## config.mk

```make
export PLATFORM = sky130hd
export DESIGN_NAME = sprite_blitter_flat
export DESIGN_NICKNAME = d
export VERILOG_FILES = /design/src/rtl/sprite_blitter_if.sv /design/src/rtl/sprite_blitter.sv /design/src/flat_wrapper.sv
export SDC_FILE = /design/constraint.sdc
export NUM_CORES = 1
export LEC_CHECK = 0
export ABC_AREA = 1
export CAP_MARGIN = 25
export CORE_MARGIN = 4
export CORE_UTILIZATION = 30
export CTS_BUF_LIST = sky130_fd_sc_hd__clkbuf_8
export CTS_CLUSTER_SIZE = 24
export DETAILED_ROUTE_END_ITERATION = 16
export PLACE_DENSITY_LB_ADDON = 0.2
export SYNTH_ARGS = -nofsm -noshare
export SYNTH_HDL_FRONTEND = slang
export SYNTH_SLANG_ARGS = --single-unit
```

## constraint.sdc

```tcl
create_clock -name clk -period 3.3 [get_ports clk]
set_input_delay 0.66 -clock clk [delete_from_list [all_inputs] [get_ports clk]]
set_output_delay 0.66 -clock clk [all_outputs]
set_load 0.05 [all_outputs]
```

## src/rtl/sprite_blitter_if.sv

```systemverilog
// Sprite blitter bus: draw request, sprite ROM read port and screen buffer write port.
// master = blitter side, slave = host/memory side.
interface sprite_blitter_if;
    logic        start;
    logic [7:0]  spriteX;
    logic [6:0]  spriteY;
    logic [10:0] spriteAddr;
    logic [2:0]  spriteData;
    logic [14:0] screenAddr;
    logic [2:0]  screenData;
    logic        screenWrite;
    logic        busy;
    logic        done;

    modport master (
        input  start, spriteX, spriteY, spriteData,
        output spriteAddr, screenAddr, screenData, screenWrite, busy, done
    );

    modport slave (
        output start, spriteX, spriteY, spriteData,
        input  spriteAddr, screenAddr, screenData, screenWrite, busy, done
    );
endinterface

```

## src/rtl/sprite_blitter.sv

```systemverilog
// Copies an SPR_W x SPR_H sprite from ROM to the screen buffer with clipping; one pixel per cycle, write 1 cycle after ROM address.
// No backpressure: start is only honoured in IDLE. Define SPRITE_TRANSPARENCY_EN to skip pixels matching TRANSPARENT_COLOR.
module sprite_blitter #(
    parameter int         SPR_W             = 40,
    parameter int         SPR_H             = 40,
    parameter int         SCR_W             = 160,
    parameter int         SCR_H             = 120,
    parameter logic [2:0] TRANSPARENT_COLOR = 3'b000
) (
    input logic              clk,
    input logic              spriteBlitterReset,
    sprite_blitter_if.master bus
);
    localparam int CW = (SPR_W > 1) ? $clog2(SPR_W) : 1;
    localparam int RW = (SPR_H > 1) ? $clog2(SPR_H) : 1;

`ifdef SPRITE_TRANSPARENCY_EN
    localparam bit TRANSP_EN = 1'b1;
`else
    localparam bit TRANSP_EN = 1'b0;
`endif

    typedef enum logic [1:0] {IDLE, RUN, DRAIN, DONE} state_t;

    state_t        state;
    state_t        state_nxt;
    logic [CW-1:0] col;
    logic [RW-1:0] row;
    logic [7:0]    x_q;
    logic [6:0]    y_q;
    logic [10:0]   addr_q;
    logic [14:0]   saddr_q;
    logic          pix_vld;
    logic          pix_inb;
    logic          last_pix;
    logic          key_hit;
    logic [31:0]   px;
    logic [31:0]   py;

    assign last_pix = (col == CW'(SPR_W - 1)) && (row == RW'(SPR_H - 1));

    // 32-bit screen coordinates so the clip test sees the true position past the screen edge
    always_comb begin
        px = 32'(x_q) + 32'(col);
        py = 32'(y_q) + 32'(row);
    end

    always_ff @(posedge clk or posedge spriteBlitterReset) begin
        if (spriteBlitterReset) state <= IDLE;
        else                    state <= state_nxt;
    end

    always_comb begin
        state_nxt = state;
        case (state)
            IDLE:    if (bus.start) state_nxt = RUN;
            RUN:     if (last_pix)  state_nxt = DRAIN;
            DRAIN:   state_nxt = DONE;
            DONE:    state_nxt = IDLE;
            default: state_nxt = IDLE;
        endcase
    end

    always_ff @(posedge clk or posedge spriteBlitterReset) begin
        if (spriteBlitterReset) begin
            col     <= '0;
            row     <= '0;
            x_q     <= '0;
            y_q     <= '0;
            addr_q  <= '0;
            saddr_q <= '0;
            pix_vld <= 1'b0;
            pix_inb <= 1'b0;
        end else begin
            // pixel position travels one stage behind the ROM address to meet the ROM data
            pix_vld <= (state == RUN);
            pix_inb <= (px < 32'(SCR_W)) && (py < 32'(SCR_H));
            saddr_q <= 15'(py * 32'(SCR_W) + px);
            case (state)
                IDLE: begin
                    if (bus.start) begin
                        x_q    <= bus.spriteX;
                        y_q    <= bus.spriteY;
                        col    <= '0;
                        row    <= '0;
                        addr_q <= '0;
                    end
                end
                RUN: begin
                    if (last_pix) begin
                        col    <= '0;
                        row    <= '0;
                        addr_q <= '0;
                    end else begin
                        addr_q <= addr_q + 11'd1;
                        if (col == CW'(SPR_W - 1)) begin
                            col <= '0;
                            row <= row + RW'(1);
                        end else begin
                            col <= col + CW'(1);
                        end
                    end
                end
                default: ;
            endcase
        end
    end

    assign key_hit         = TRANSP_EN && (bus.spriteData == TRANSPARENT_COLOR);
    assign bus.spriteAddr  = addr_q;
    assign bus.screenAddr  = saddr_q;
    assign bus.screenData  = pix_vld ? bus.spriteData : 3'b000;
    assign bus.screenWrite = pix_vld && pix_inb && !key_hit;
    assign bus.busy        = (state != IDLE);
    assign bus.done        = (state == DONE);
endmodule

```

## src/flat_wrapper.sv

```systemverilog
// flat-port wrapper written by rule: the top's interface ports become plain ports
module sprite_blitter_flat 
#(
    parameter int         SPR_W             = 40,
    parameter int         SPR_H             = 40,
    parameter int         SCR_W             = 160,
    parameter int         SCR_H             = 120,
    parameter logic [2:0] TRANSPARENT_COLOR = 3'b000
)
  (clk, spriteBlitterReset, bus_start, bus_spriteX, bus_spriteY, bus_spriteData, bus_spriteAddr, bus_screenAddr, bus_screenData, bus_screenWrite, bus_busy, bus_done);
  sprite_blitter_if bus_i ();
  input logic clk;
  input logic spriteBlitterReset;
  input wire logic [$bits(bus_i.start)-1:0] bus_start;
  input wire logic [$bits(bus_i.spriteX)-1:0] bus_spriteX;
  input wire logic [$bits(bus_i.spriteY)-1:0] bus_spriteY;
  input wire logic [$bits(bus_i.spriteData)-1:0] bus_spriteData;
  output wire logic [$bits(bus_i.spriteAddr)-1:0] bus_spriteAddr;
  output wire logic [$bits(bus_i.screenAddr)-1:0] bus_screenAddr;
  output wire logic [$bits(bus_i.screenData)-1:0] bus_screenData;
  output wire logic [$bits(bus_i.screenWrite)-1:0] bus_screenWrite;
  output wire logic [$bits(bus_i.busy)-1:0] bus_busy;
  output wire logic [$bits(bus_i.done)-1:0] bus_done;
  assign bus_i.start = bus_start;
  assign bus_i.spriteX = bus_spriteX;
  assign bus_i.spriteY = bus_spriteY;
  assign bus_i.spriteData = bus_spriteData;
  assign bus_spriteAddr = bus_i.spriteAddr;
  assign bus_screenAddr = bus_i.screenAddr;
  assign bus_screenData = bus_i.screenData;
  assign bus_screenWrite = bus_i.screenWrite;
  assign bus_busy = bus_i.busy;
  assign bus_done = bus_i.done;
  sprite_blitter #(.SPR_W(SPR_W), .SPR_H(SPR_H), .SCR_W(SCR_W), .SCR_H(SCR_H), .TRANSPARENT_COLOR(TRANSPARENT_COLOR)) u_core (.clk(clk), .spriteBlitterReset(spriteBlitterReset), .bus(bus_i));
endmodule
```

==> results.md, run 1 <==
- Outcome: finished clean
- Port bufs: 52
- Layout cells sized above 1: 0.1360
- Leading area contributor after synthesis: dfrtp_1
- Clock latency at the later pin of the worst-skew pair: 0.33 ns
- Top delay family on crit path: adder cells
- Unique masters post-synth: 32
- Critical path class: register to register
- GRT overflow: 0
- RSZ-0062 raised after global routing: yes
- Clk slew on worst S/H paths: 0.06 ns
- Fin. max-slew vios: 0
- CTS Hold Buffers Added: 0
- Final HPWL from detailed placement: 5725 µm
- Yosys top cell area share: 0.4027
- CTS root buf: clkbuf_8
- Final min period: 3.190 ns
- Post-Route WL: 7493 µm
- CTS Buf Count: 9
- Max Cap Viol: 0
- # DRC: 0
- Yosys reg bits: 57
- DR vias/cell: 4.495
- Ant. Diodes: 0
- Main synth FF type: dfrtp_1
- Final setup fails: 0
- First-pass GRT wire length: 13120 µm
- Slowest CP cell: fa_1
- Fraction of registers with async set/reset: 1.000
- Fin crit share: 0.9666
- Routability cong.: 0.8246
- Crit-path most repeated cell: nand2_1
- Worst EP required: 3.52 ns
- CTS tree: built
- Hold crit path type: register to register
- Initial antenna violation count: 0
- Top-count cell post-synth: nand2_1
- I/O pins: 53
- Worst slew margin: 0.6357
- Register area share after synthesis: 0.4027
- Wire length per cell: 11.65 µm
- Area Overhead vs Synth: 30.80%
- Crit path largest cell delay: 0.49 ns
- Post-synth EDFFs: 0
- Final hold viol count: 0
- Overall routing resource usage: 0.1213
- Worst flop-to-flop path startpoint: u_core.row[0]$_DFFE_PP0P_
- Arr. time, crit path: 3.41 ns
- Nets: 554
- Worst Setup SP: u_core.row[0]$_DFFE_PP0P_
- Area of placed instances: 4310 µm²
- Fin Clk Skew: 0.01092 ns
- Crit Path Max Fanout: 3
- Synth Cell Area: 3542 µm²
- Yosys warns: 0
- DIE WIDTH: 116.7 µm
- Syn_area_per_cell: 8.474 µm²
- Final instance area: 4633 µm²
- Row cnt: 39
- Number of routed nets with antenna violations: 0
- Crit path cell chain: ha_2, fa_2, nand2_1, nand2_1, and2_4, xor2_2, inv_2, ha_4, inv_2, fa_1, nor2_2, nand4_1, nand3_1, nand2_1, nor2_2, nand2_1, inv_1, nand3_1, nand2_1, nand2_1
- Die ar.: 13610 µm²
- CORE AREA: 11470 µm²
- CTS Sinks: 57
- CP startpoint kind: register
- DRT iter0 DRCs: 104
- H-tree depth: 3
- Max Freq: 0.3135 GHz
- Largest net degree at the start of global routing: 27
- Final core occ: 0.4040
- Vias in the first global route: 3001
- 1st-pass router iterations: 4
- Syn Inst Count: 418
- Post-synthesis net count: 477
- CTS max path bufs: 2
- Worst-Margin Slew: 0.5456 ns
- Starting Density: 0.3089
- Worst path bufs/invs: 3
- Synth top cells by count: nand2_1, inv_1, dfrtp_1, ha_1, nor2_1
- Synth top area cells: dfrtp_1, ha_1, nand2_1
- Vias after detailed routing: 2890
- Die Ht: 116.7 µm
- Fillers: 1136
- Crit end category: register
- HP Start: u_core.x_q[0]$_DFFE_PP0P_
[layout by cell type, fill, tap and decap left out, types with 5 or more instances in the layout]
| cell | count |
|---|---|
| mux2_2 | 11 |
| nor3_1 | 8 |
| clkdlybuf4s50_1 | 52 |
| nand2_1 | 76 |
| nor2_1 | 29 |
| nand4_1 | 6 |
| inv_1 | 71 |
| clkbuf_8 | 10 |
| xor2_1 | 12 |
| inv_2 | 5 |
| nand3_1 | 31 |
| a21oi_1 | 27 |
| dfrtp_1 | 55 |
| buf_4 | 17 |
| ha_1 | 30 |
| o21ai_0 | 15 |
| xnor2_1 | 5 |
[cell type report]
type	count	area [µm²]	area share
Clock buffer	10	137.6	0.02971
Clock inverter	6	51.30	0.01107
Inverter	73	274.0	0.05914
Multi-Input combinational cell	285	1914	0.4132
Sequential cell	57	1429	0.3084
Tap cell	143	178.9	0.03862
Timing Repair Buffer	69	648.1	0.1399
[sequential cells by signal, summed over array words and instances, names as in the netlist]
| signal | flops |
|---|---|
| u_core.col | 6 |
| u_core.pix_vld | 1 |
| u_core.state | 2 |
| u_core.pix_inb | 1 |
| u_core.x_q | 8 |
| u_core.bus.spriteAddr | 11 |
| u_core.y_q | 7 |
| u_core.bus.screenAddr | 15 |
| u_core.row | 6 |
[worst register-to-register path, delay by kind of cell, from the launching register on]
kind | cells | cell delay, ns
simple gates | 12 | 1.05
flops | 1 | 0.39
fa+ha+maj | 4 | 1.33
buf+inv | 3 | 0.17
xor+xnor | 1 | 0.15
[stage by stage]
stage                     setup slack [ns]  hold slack [ns]  std cells  TNS (ns)
final                               0.1103           0.5202        643         0
after global routing               -0.1336           0.5400        643   -0.1968
after CTS                          0.02878           0.5200        639         0
after detailed placement          -0.08907           0.5040        621   -0.1108
after global placement             0.01018           0.4937        621         0
after floorplan                    0.05888           0.4729        418         0
[routing by layer]
layer,GRT usage,part of all wire,up-vias
li1,-,-,1502
met1,0.1500,0.46,1328
met2,0.2052,0.47,51
met3,0.03420,0.050,9
met4,0.03823,0.013,0
met5,0,0,-
[cells by family after synthesis]
family / count (synthesis) / share of synthesized area
simple gates: 165 / 0.2091
buf+inv: 76 / 0.08124
flops: 57 / 0.4027
compound gates: 51 / 0.07984
fa+ha+maj: 38 / 0.1427
xor+xnor: 20 / 0.04945
mux: 11 / 0.03497
[final timing paths]
check / endpoint / slack [ns] / depth (start not counted)
min in group asynchronous: u_core.pix_inb$_DFF_PP0_ / 0.70 / 2
hold / removal: u_core.x_q[0]$_DFFE_PP0P_ / 0.52 / 1
setup reg to reg: u_core.bus.screenAddr[14]$_DFF_PP0_ / 0.11 / 20
max in group asynchronous: u_core.bus.spriteAddr[3]$_DFFE_PP0P_ / 1.91 / 3
setup / recovery: u_core.bus.screenAddr[14]$_DFF_PP0_ / 0.11 / 20
hold reg to reg: u_core.x_q[0]$_DFFE_PP0P_ / 0.52 / 1
[timing repair]
item                       in CTS  in global routing
pin swaps                       3                 16
resized for setup               2                 16
setup endpoints to repair       2                  3
setup buffers                   2                  4
Power of run 1 is left out: the tool's default activity adds up to more than one toggle a clock period on the data nets, which glitch-free logic cannot reach.
==> run 2, diff against run 1 <==
--- a/config.mk
+++ b/config.mk
@@ -7,8 +7,9 @@
 export LEC_CHECK = 0
 export ABC_AREA = 1
 export CAP_MARGIN = 25
+export CORE_ASPECT_RATIO = 0.8
 export CORE_MARGIN = 4
-export CORE_UTILIZATION = 30
+export CORE_UTILIZATION = 40
 export CTS_BUF_LIST = sky130_fd_sc_hd__clkbuf_8
 export CTS_CLUSTER_SIZE = 24
 export DETAILED_ROUTE_END_ITERATION = 16
==> run 2 against run 1 <==
Compared with the run above: global-route usage is 2.5 points higher; worst setup slack worse by 0.059 ns; critical path type unchanged; count of clock-buffer cells in the layout increased by 1; clock skew is 0.0014 ns lower; first-iteration DRC count shrank 27%; register-to-register slack got worse by 0.06 ns.
==> results.md, run 2 (synthesis results as in run 1) <==
- Final instance area: 4653 µm² (was 4633 µm²)
- Clk slew on worst S/H paths: 0.07 ns (was 0.06 ns)
- Final min period: 3.249 ns (was 3.190 ns)
- Fin crit share: 0.9845 (was 0.9666)
- CTS root buf: clkbuf_8 (unchanged)
- Crit Path Max Fanout: 3 (unchanged)
- DR vias/cell: 4.828 (was 4.495)
- DRT iter0 DRCs: 76 (was 104)
- Commonest non-fill, non-tap cell in the layout: nand2_1 (unchanged)
- Arr. time, crit path: 3.48 ns (was 3.41 ns)
- Fin. max-slew vios: 0 (unchanged)
- GRT overflow: 0 (unchanged)
- Total negative setup slack: 0 ns (unchanged)
- Worst EP required: 3.53 ns (was 3.52 ns)
- CTS tree: built (unchanged)
- Largest net degree at the start of global routing: 58 (was 27)
- Nets: 552 (was 554)
- Crit end category: register (unchanged)
- RSZ-0062 raised after global routing: yes (unchanged)
- DIE WIDTH: 113.2 µm (was 116.7 µm)
- CORE AREA: 8558 µm² (was 11470 µm²)
- Post-Route WL: 7500 µm (was 7493 µm)
- Worst flop-to-flop path startpoint: u_core.row[1]$_DFFE_PP0P_ (was u_core.row[0]$_DFFE_PP0P_)
- WHS: 0.5131 ns (was 0.5202 ns)
- Overall routing resource usage: 0.1463 (was 0.1213)
- Worst-Margin Slew: 0.7303 ns (was 0.5456 ns)
- # DRC: 0 (unchanged)
- Initial antenna violation count: 0 (unchanged)
- H-tree depth: 3 (unchanged)
- Fillers: 792 (was 1136)
- Final setup fails: 0 (unchanged)
- Max Freq: 0.3078 GHz (was 0.3135 GHz)
- Row cnt: 30 (was 39)
- Port bufs: 52 (unchanged)
- Final HPWL from detailed placement: 5400 µm (was 5725 µm)
- Worst Setup SP: u_core.row[1]$_DFFE_PP0P_ (was u_core.row[0]$_DFFE_PP0P_)
- Layout cells sized above 1: 0.1526 (was 0.1360)
- CP startpoint kind: register (unchanged)
- Clock latency at the later pin of the worst-skew pair: 0.33 ns (about the same)
- Routability cong.: 0.8206 (was 0.8246)
- Multi-input logic area: 1942 µm² (was 1914 µm²)
- CTS max path bufs: 2 (unchanged)
- Starting Density: 0.4139 (was 0.3089)
- First-pass GRT wire length: 12480 µm (was 13120 µm)
- Final hold viol count: 0 (unchanged)
- Area Overhead vs Synth: 31.37% (was 30.80%)
- CTS Sinks: 57 (unchanged)
- Worst slew margin: 0.5131 (was 0.6357)
- Fin Clk Skew: 0.009495 ns (was 0.01092 ns)
- HP Start: u_core.x_q[0]$_DFFE_PP0P_ (unchanged)
- R2r setup slk: 0.05 ns (was 0.11 ns)
- 1st-pass router iterations: 4 (unchanged)
- CTS Buf Count: 9 (unchanged)
- Critical path class: register to register (unchanged)
- Max Cap Viol: 0 (unchanged)
- Area of placed instances: 4257 µm² (was 4310 µm²)
- I/O pins: 53 (unchanged)
- Vias after detailed routing: 2945 (was 2890)
- FF/Latch Area: 1428 µm² (was 1429 µm²)
- Die Ht: 92.17 µm (was 116.7 µm)
- Commonest cells after routing, fill and taps aside: nand2_1, inv_1, dfrtp_1, clkdlybuf4s50_1, nor2_1 (was nand2_1, inv_1, dfrtp_1, clkdlybuf4s50_1, nand3_1)
- Max reg flops: 15 (unchanged)
- Vias in the first global route: 2750 (was 3001)
- Wire length per cell: 12.30 µm (was 11.65 µm)
- Die ar.: 10430 µm² (was 13610 µm²)
- Outcome: finished clean (unchanged)
- Number of routed nets with antenna violations: 0 (unchanged)
- CTS Hold Buffers Added: 0 (unchanged)
- Hold crit path type: register to register (unchanged)
- Ant. Diodes: 0 (unchanged)
## run 2: changes by cell type in the layout (fill, tap and decap cells not counted), moves of 2 or more
cell | before | now
buf_4 | 17 | 13
inv_1 | 71 | 67
nand2_1 | 76 | 72
nand2_2 | 1 | 5
buf_6 | 0 | 2
nand3_1 | 31 | 29
nand3_2 | 0 | 2
nor2_2 | 3 | 1
## run 2: area by class of cell
type / count / share of cell area
repair buffers: 67 / 0.1377
well taps: 112 / 0.03012
flip-flops and latches: 57 / 0.3068
inverters: 73 / 0.05889
clock inverters: 5 / 0.01667
multi-input cells: 285 / 0.4173
clock buffers: 11 / 0.03254
## run 2: layer usage
layer / vias to the layer above / share of wire / wire length (µm) / GRT usage
met4: 0 / 0.017 / 130 / 0.04605
li1: 1495 / - / - / -
met5: - / 0 / 0 / 0
met1: 1387 / 0.47 / 3531 / 0.1939
met2: 50 / 0.48 / 3564 / 0.2293
met3: 13 / 0.036 / 273 / 0.04420
## run 2: critical path: stages (launching register included)
cell and delay [ns]:
dfrtp_2 0.44, buf_6 0.13, fa_2 0.39, nand2_2 0.09
nand2_2 0.06, and2_4 0.16, xor2_2 0.19, inv_2 0.08
ha_4 0.27, inv_2 0.04, fa_2 0.49, nor2_2 0.14
nand4_1 0.12, nand3_2 0.10, nand2_2 0.06, nor2_4 0.09
nand2_2 0.07, inv_2 0.05, nand3_1 0.07, nand2_1 0.06
nand2_1 0.04
## run 2: metrics by stage
step | worst slack [ns] | utilization | instances
global route | -0.1060 | 0.5437 | 610
CTS | 0.0003018 | 0.5273 | 605
detailed placement | -0.1330 | 0.4974 | 588
global placement | -0.02972 | 0.4974 | 588
floorplan | 0.05888 | - | 418
finish | 0.05111 | 0.5437 | 610
## run 2: worst paths after layout
check / endpoint / cells past startpoint
max: u_core.bus.screenAddr[14]$_DFF_PP0_ / 20
min: u_core.x_q[0]$_DFFE_PP0P_ / 1
max reg2reg: u_core.bus.screenAddr[14]$_DFF_PP0_ / 20
min reg2reg: u_core.x_q[0]$_DFFE_PP0P_ / 1
max in group asynchronous: u_core.row[1]$_DFFE_PP0P_ / 3
min in group asynchronous: u_core.bus.screenAddr[6]$_DFF_PP0_ / 3
## run 2: what timing repair did
| action | in CTS | in global routing |
|---|---|---|
| setup buffers | 1 | 5 |
| pin swaps | 6 | 12 |
| gates resized for setup | 6 | 22 |
| setup endpoints to repair | 2 | 3 |
Power of run 2 is left out for the same reason.
